===== src/rtl/tile_raster.sv =====
// Tile rasteriser: walks a 2^TILE_W_LOG2 x 2^TILE_H_LOG2 tile in row-major order with three
// incremental edge functions and emits one write per covered pixel.
// Optional covered-pixel counter enabled by macro TILE_RASTER_COVER_COUNT_EN.
module tile_raster #(
   parameter int unsigned TILE_W_LOG2 = 5,
   parameter int unsigned TILE_H_LOG2 = 5,
   parameter int unsigned A_W         = 19,
   parameter int unsigned B_W         = 24,
   parameter int unsigned W_W         = 32,
   parameter int unsigned COLOR_W     = 16
) (
   input  logic                                 clk,
   input  logic                                 resetn,

   input  logic                                 start_valid,
   output logic                                 start_ready,
   input  logic signed [A_W-1:0]                A01_in,
   input  logic signed [A_W-1:0]                A12_in,
   input  logic signed [A_W-1:0]                A20_in,
   input  logic signed [B_W-1:0]                B01_in,
   input  logic signed [B_W-1:0]                B12_in,
   input  logic signed [B_W-1:0]                B20_in,
   input  logic signed [W_W-1:0]                w0_in,
   input  logic signed [W_W-1:0]                w1_in,
   input  logic signed [W_W-1:0]                w2_in,
   input  logic        [COLOR_W-1:0]            color_in,

   output logic                                 pix_valid,
   input  logic                                 pix_ready,
   output logic [TILE_W_LOG2+TILE_H_LOG2-1:0]   pix_addr,
   output logic [COLOR_W-1:0]                   pix_data,
`ifdef TILE_RASTER_COVER_COUNT_EN
   output logic [TILE_W_LOG2+TILE_H_LOG2:0]     covered_count,
`endif
   output logic                                 busy,
   output logic                                 done
);

   localparam int unsigned IDX_W = TILE_W_LOG2 + TILE_H_LOG2;

   typedef enum logic [0:0] {StIdle, StRun} state_e;

   state_e                 state_q, state_d;
   logic [IDX_W-1:0]       idx_q, idx_d;
   logic signed [W_W-1:0]  w0_q, w0_d;
   logic signed [W_W-1:0]  w1_q, w1_d;
   logic signed [W_W-1:0]  w2_q, w2_d;
   logic                   done_q, done_d;

   logic signed [A_W-1:0]  a01_q, a12_q, a20_q;
   logic signed [B_W-1:0]  b01_q, b12_q, b20_q;
   logic [COLOR_W-1:0]     color_q;

   logic                   accept;
   logic                   advance;
   logic                   covered;
   logic                   row_end;
   logic                   last_pix;
   logic signed [W_W-1:0]  step0, step1, step2;

   // A pixel is inside when every edge function is non-negative.
   assign covered  = ~(w0_q[W_W-1] | w1_q[W_W-1] | w2_q[W_W-1]);
   assign row_end  = &idx_q[TILE_W_LOG2-1:0];
   assign last_pix = &idx_q;

   // Row steps already include the rewind from the last column back to column 0.
   assign step0 = row_end ? W_W'(b12_q) : W_W'(a12_q);
   assign step1 = row_end ? W_W'(b20_q) : W_W'(a20_q);
   assign step2 = row_end ? W_W'(b01_q) : W_W'(a01_q);

   always_comb begin
      state_d = state_q;
      idx_d   = idx_q;
      w0_d    = w0_q;
      w1_d    = w1_q;
      w2_d    = w2_q;
      done_d  = 1'b0;
      accept  = 1'b0;
      advance = 1'b0;
      unique case (state_q)
         StIdle: begin
            if (start_valid) begin
               accept  = 1'b1;
               state_d = StRun;
               idx_d   = '0;
               w0_d    = w0_in;
               w1_d    = w1_in;
               w2_d    = w2_in;
            end
         end
         StRun: begin
            if (!covered || pix_ready) begin
               advance = 1'b1;
               idx_d   = idx_q + IDX_W'(1);
               w0_d    = w0_q + step0;
               w1_d    = w1_q + step1;
               w2_d    = w2_q + step2;
               if (last_pix) begin
                  state_d = StIdle;
                  done_d  = 1'b1;
               end
            end
         end
      endcase
   end

   always_ff @(posedge clk or negedge resetn) begin
      if (!resetn) begin
         state_q <= StIdle;
         idx_q   <= '0;
         w0_q    <= '0;
         w1_q    <= '0;
         w2_q    <= '0;
         done_q  <= 1'b0;
      end else begin
         state_q <= state_d;
         idx_q   <= idx_d;
         w0_q    <= w0_d;
         w1_q    <= w1_d;
         w2_q    <= w2_d;
         done_q  <= done_d;
      end
   end

   always_ff @(posedge clk or negedge resetn) begin
      if (!resetn) begin
         a01_q   <= '0;
         a12_q   <= '0;
         a20_q   <= '0;
         b01_q   <= '0;
         b12_q   <= '0;
         b20_q   <= '0;
         color_q <= '0;
      end else if (accept) begin
         a01_q   <= A01_in;
         a12_q   <= A12_in;
         a20_q   <= A20_in;
         b01_q   <= B01_in;
         b12_q   <= B12_in;
         b20_q   <= B20_in;
         color_q <= color_in;
      end
   end

   assign start_ready = (state_q == StIdle);
   assign busy        = (state_q == StRun);
   assign pix_valid   = busy && covered;
   assign pix_addr    = idx_q;
   assign pix_data    = color_q;
   assign done        = done_q;

`ifdef TILE_RASTER_COVER_COUNT_EN
   logic [IDX_W:0] cnt_q;

   always_ff @(posedge clk or negedge resetn) begin
      if (!resetn) begin
         cnt_q <= '0;
      end else if (accept) begin
         cnt_q <= '0;
      end else if (pix_valid && pix_ready) begin
         cnt_q <= cnt_q + (IDX_W+1)'(1);
      end
   end

   assign covered_count = cnt_q;
`endif

endmodule

===== config.mk =====
export PLATFORM = sky130hd
export DESIGN_NAME = tile_raster
export DESIGN_NICKNAME = d
export VERILOG_FILES = /design/src/rtl/tile_raster.sv
export SDC_FILE = /design/constraint.sdc
export NUM_CORES = 1
export LEC_CHECK = 0
export CAP_MARGIN = 5
export CORE_AREA = 5 5 210 212
export CTS_CLUSTER_DIAMETER = 200
export DETAILED_ROUTE_END_ITERATION = 16
export DIE_AREA = 0 0 215 217
export PLACE_DENSITY = 0.67
export SYNTH_ARGS = -nofsm -noshare
export SYNTH_HDL_FRONTEND = slang
export SYNTH_SLANG_ARGS = --single-unit

===== constraint.sdc =====
create_clock -name clk -period 6.2 [get_ports clk]
set_input_delay 1.24 -clock clk [delete_from_list [all_inputs] [get_ports clk]]
set_output_delay 1.24 -clock clk [all_outputs]
set_load 0.005 [all_outputs]

Yosys cells after proc, flatten, opt, wreduce, memory -nomap -nowiden
Cells that the tools add are included. Widths: inputs -> output; s select.

Reductions and logical operators: 5. Bitwise logic cells: 4. Multiply operators: 0. Shifts and indexed selects: 0. Mux-type cells: 23. Equal/unequal tests: 2. $lt $le $gt $ge: 0. Add/subtract/negate cells: 4. Divide/modulo/power cells: 0.

Operator list (number): $mux 32 (9); $pmux 32 s2 (3); $add 32x32->32 (3); $mux 10 (2); $pmux 10 s2 (1); $add 10x1->10 const B (1); $reduce_and 10->1 (1); $mux 1 (7); $reduce_and 5->1 (1); $ne 2x1->1 const B (1); $ne 2x2->1 const B (1); $not 1->1 (2); $or 1x1->1 (2); $pmux 1 s2 (1); $reduce_and 2->1 (1); $logic_and 1x1->1 (1); $logic_or 1x1->1 (1).

Register bits after elaboration: 253. Logic and storage cells: 51. RAM bits: 0. Output and inout port bits: 30. Input bits: 245. Latch bits: 0. Memory bits (read-only): 0. Memories: 0.

Longest topological paths before layout
Depth after elaboration: 5. Depth in mapped cells: 18. Mapped depth without buffers: 15.

Worst setup path before layout
No wires, ideal clock.

Path kind: register -> register. From: reg idx_q[0], in the netlist pix_addr[0]. To: reg w1_q[18]. Stages on the path, launching flop included: 18. Data arrival time: 3.963 ns. Required time: 6.080 ns. Buffers on the path: 2. Period minus slack after synthesis: 4.082 ns. Setup slack: 2.118 ns. Library setup time: 0.120 ns. Cell sequence: dfrtp_1 -> ha_1 -> and3_1 -> ha_1 -> clkbuf_1 -> clkbuf_1 -> mux2_2 -> ha_1 -> inv_1 -> fa_1 -> nor2b_4 -> o2111a_1 -> or2_0 -> a221o_1 -> a21oi_4 -> nor2_1 -> or3_1 -> a31o_1.

Word-level cells in the longest chain between the ends: 5.

Ends and longest elaborated chain: start: declaration (line 44) `logic [IDX_W-1:0] idx_q, idx_d;`; start signal: assignment (line 117) `idx_q <= idx_d;`; $reduce_and 5->1 (line 63) `assign row_end = &idx_q[TILE_W_LOG2-1:0];`; $mux 32 (line 68) `assign step1 = row_end ? W_W'(b20_q) : W_W'(a20_q);`; $add 32x32->32 (line 96) `w1_d = w1_q + step1;`; $mux 32 (line 92) `if (!covered || pix_ready) begin`; $pmux 32 s2 (line 80) `unique case (state_q)`; end signal: assignment (line 119) `w1_q <= w1_d;`; end: declaration (line 46) `logic signed [W_W-1:0] w1_q, w1_d;`.

No other way between the ends. The select of a mux whose other input is x is not followed. A chain may end at the register's enable or synchronous reset.

Worst setup path after layout
From: reg idx_q[0], in the netlist pix_addr[0]. To: reg w2_q[24].

Word-level cells in the longest chain between the ends: 5.

Ends and longest elaborated chain: $reduce_and 5->1 (line 63); $mux 32 (line 69) `assign step2 = row_end ? W_W'(b01_q) : W_W'(a01_q);`; $add 32x32->32 (line 97) `w2_d = w2_q + step2;`; $mux 32 (line 92); $pmux 32 s2 (line 80); end signal: assignment (line 120) `w2_q <= w2_d;`; end: declaration (line 47) `logic signed [W_W-1:0] w2_q, w2_d;`.

No other way between the ends. The select of a mux whose other input is x is not followed.

==> impl_metrics.toml <==
[synthesis]
synthArstFlopShare = 1.000
synth_seq_cells = 253
synth_most_common_cell = "nand2_1"
ys_warn_count = 0
yosysTopAreaCell = "dfrtp_1"
synthCells = 2008
yosys.area.top_type_share = 0.3829
netlist_area_um2 = 16530
synth_area_leaders = "dfrtp_1, nand2_1, ha_1"
syn_nets = 2360
synthTopCellsByCount = "nand2_1, dfrtp_1, a21oi_1"
ys_seq_area_frac = 0.3829
ys.flop_type = "dfrtp_1"
avgSynthCellArea_um2 = 8.234
synth-edff-count = 0
ys_types = 76

[floorplan]
die_x_um = 215
io_pins = 275
row_count = 75
core_um2 = 41760
die_area_um2 = 46660
start_util = 0.3959
die_h_um = 217

[timing]
slew-limit-headroom = 0.3381
finalSetupViolCount = 0
tightest_slew_ns = 0.9907
final_hold_viol_count = 0
timing.fmax_ghz = 0.2150
rsz0062_at_grt = "false"
skew_ns = 0.007848
setup_tns_ns = 0
timing.final.crit_period_ns = 4.651
setup_slack_ns = 1.549
min_period_over_period = 0.7502
maxSlewViolCount = 0

[critical_path]
r2r_cells = 15
slowest_stage = "ha_4"
crit_arrival_ns = 5.04
start_kind = "register"
worstPathRequired_ns = 6.59
crit_chain = "ha_1 -> and3_1 -> ha_4 -> mux2_2 -> ha_1 -> inv_1 -> fa_1 -> nor2b_1 -> o31a_1 -> o21ai_0 -> o21ai_1 -> a21o_1 -> a211oi_1 -> xor2_1 -> a221oi_1"
slowest_delay_ns = 0.70
endpoint_kind = "register"
critPathMaxFanout = 56
path_class = "reg -> reg"
cp_common_cell = "ha_1"

[power_and_ir_drop]
ir_drop_v = 0.0002365
p_leak_nw = 9.675
p_seq_frac = 0.289
switching_share = 0.4114
total_power_mw = 8.650
p_per_area_nw_per_um2 = 419.0
p_comb_frac = 0.517
internal_power_mw = 5.091
clockPowerShare = 0.194
switchingPower_mw = 3.559

[clock_network]
cts_tree = "built"
numCtsBuffers = 30
h-tree-depth = 1
clkLatencyLatePin_ns = 0.56
clk_pin_slew_worst_paths_ns = 0.06
postCtsSetupBuffers = 0
clock_path_buffers = 3
hold_buffers = 0
cts-resized-gates = 0
clockRootBuffer = "clkbuf_16"
clkSinkCount = 253

[global_route]
antenna_found_initial = 4
grtUsageTotal = 0.2165
grt_pass1_wl_um = 83330
grt_pass1_vias = 15325
globalRoute.totalOverflow = 0
grt_max_degree = 104

[placement]
io_buffers = 274
place_hpwl_um = 37330
gp_congestion = 0.9265
place_worst_setup_slack_ns = 1.640
place_inst = 2728

[detailed_routing]
wl_per_cell_um = 18.71
first_iter_violations = 1083
firstDrtPassIters = 5
vias_per_cell = 5.453
vias = 15158
drt_wl_total_um = 52020
antenna_left = 0
drc = 0

[finish]
nNetsFinal = 2573
area_growth_pct = 24.86
instances_no_fill = 2780
drive_gt1_frac = 0.06604
utilization = 0.4944
antenna_cells = 0

[min_path]
hold_path_class = "reg -> reg"
min_path_cells = 2

[flow_run]
maxCapViolCount = 0

[run_status]
outcome = "complete, no violations"
==> flip-flops by register name (all words and copies together) (netlist names) <==
| name | cells |
|---|---|
| b12_q | 24 |
| w0_q | 32 |
| done | 1 |
| pix_data | 16 |
| w1_q | 32 |
| a20_q | 19 |
| pix_addr | 10 |
| w2_q | 32 |
| b20_q | 24 |
| a01_q | 19 |
| busy | 1 |
| a12_q | 19 |
| b01_q | 24 |
==> cell type report <==
cell class	instances	area (um^2)
inverter	29	108.9
timing repair buffer	289	2868
sequential	253	6332
tap	539	674.4
clock inverter	10	63.81
multi-input combinational	1618	9729
clock buffer	42	867.1
fill	3955	21120
==> cells by family after synthesis <==
| logic type | count (synthesis) | synth area share |
|---|---|---|
| buf+inv | 137 | 0.03141 |
| xor+xnor | 71 | 0.03761 |
| simple gates | 881 | 0.2229 |
| flops | 253 | 0.3829 |
| compound gates | 461 | 0.1791 |
| fa+ha+maj | 107 | 0.08234 |
| mux | 98 | 0.06364 |
==> placed cells by master (no fill, tap or decap), drive strengths merged, types with 14 or more instances in the layout <==
master | Yosys | final
clkbuf | 87 | 42
a22oi | 18 | 18
clkdlybuf4s50 | 0 | 272
inv | 29 | 29
dfrtp | 253 | 253
mux2i | 41 | 41
a21o | 41 | 41
xor2 | 41 | 41
xnor2 | 30 | 30
o21bai | 14 | 14
o211ai | 18 | 18
nor2b | 19 | 19
a21oi | 117 | 117
nand2 | 634 | 634
nand3 | 29 | 29
ha | 104 | 104
nor2 | 87 | 87
nand4 | 20 | 20
buf | 21 | 17
mux2 | 57 | 57
and3 | 22 | 22
nor3 | 24 | 24
a211oi | 24 | 24
o21ai | 119 | 119
a31oi | 28 | 28
==> power by group through the flow <==
stage | logic, mW | registers [mW] | clock network [mW]
after floorplan | 3.34 | 2.41 | 0
after global placement | 4.36 | 2.50 | 0
after detailed placement | 4.43 | 2.52 | 0
after CTS | 4.46 | 2.50 | 1.72
after global routing | 5.05 | 2.56 | 1.78
final | 4.47 | 2.50 | 1.68
==> stage by stage <==
stage,hold slack [ns],cell area [um^2]
global route,0.4907,20640
floorplan,0.4401,16530
global placement,0.4539,19710
CTS,0.4729,20640
finish,0.4698,20640
detailed placement,0.4587,19710
==> path summary, 6_finish.rpt <==
kind | from | end | slack [ns]
max in group asynchronous | resetn | b01_q[16] | 4.20
max | pix_addr[0] | w2_q[24] | 1.55
min reg2reg | b01_q[12] | b01_q[12] | 0.47
max reg2reg | pix_addr[0] | w2_q[24] | 1.55
min | b01_q[12] | b01_q[12] | 0.47
min in group asynchronous | resetn | a12_q[8] | 0.70
==> critical path: cells and delay by family, from the launching register on <==
kind / cells / cell delay, ns
AO/OA/AOI/OAI: 6 / 1.68
XOR/XNOR: 1 / 0.22
adder cells (fa/ha/maj): 4 / 1.30
buffers and inverters: 1 / 0.08
flip-flops: 1 / 0.42
multiplexers: 1 / 0.41
AND/OR/NAND/NOR: 2 / 0.29
==> per-layer routing <==
layer,share of wire,routed length (um),track usage
met1,0.46,23880,0.3013
met5,0.0011,55,0
met2,0.46,24090,0.3537
met3,0.057,2941,0.04155
met4,0.020,1058,0.04779
Note: power is estimated with default switching activity, not from simulation.
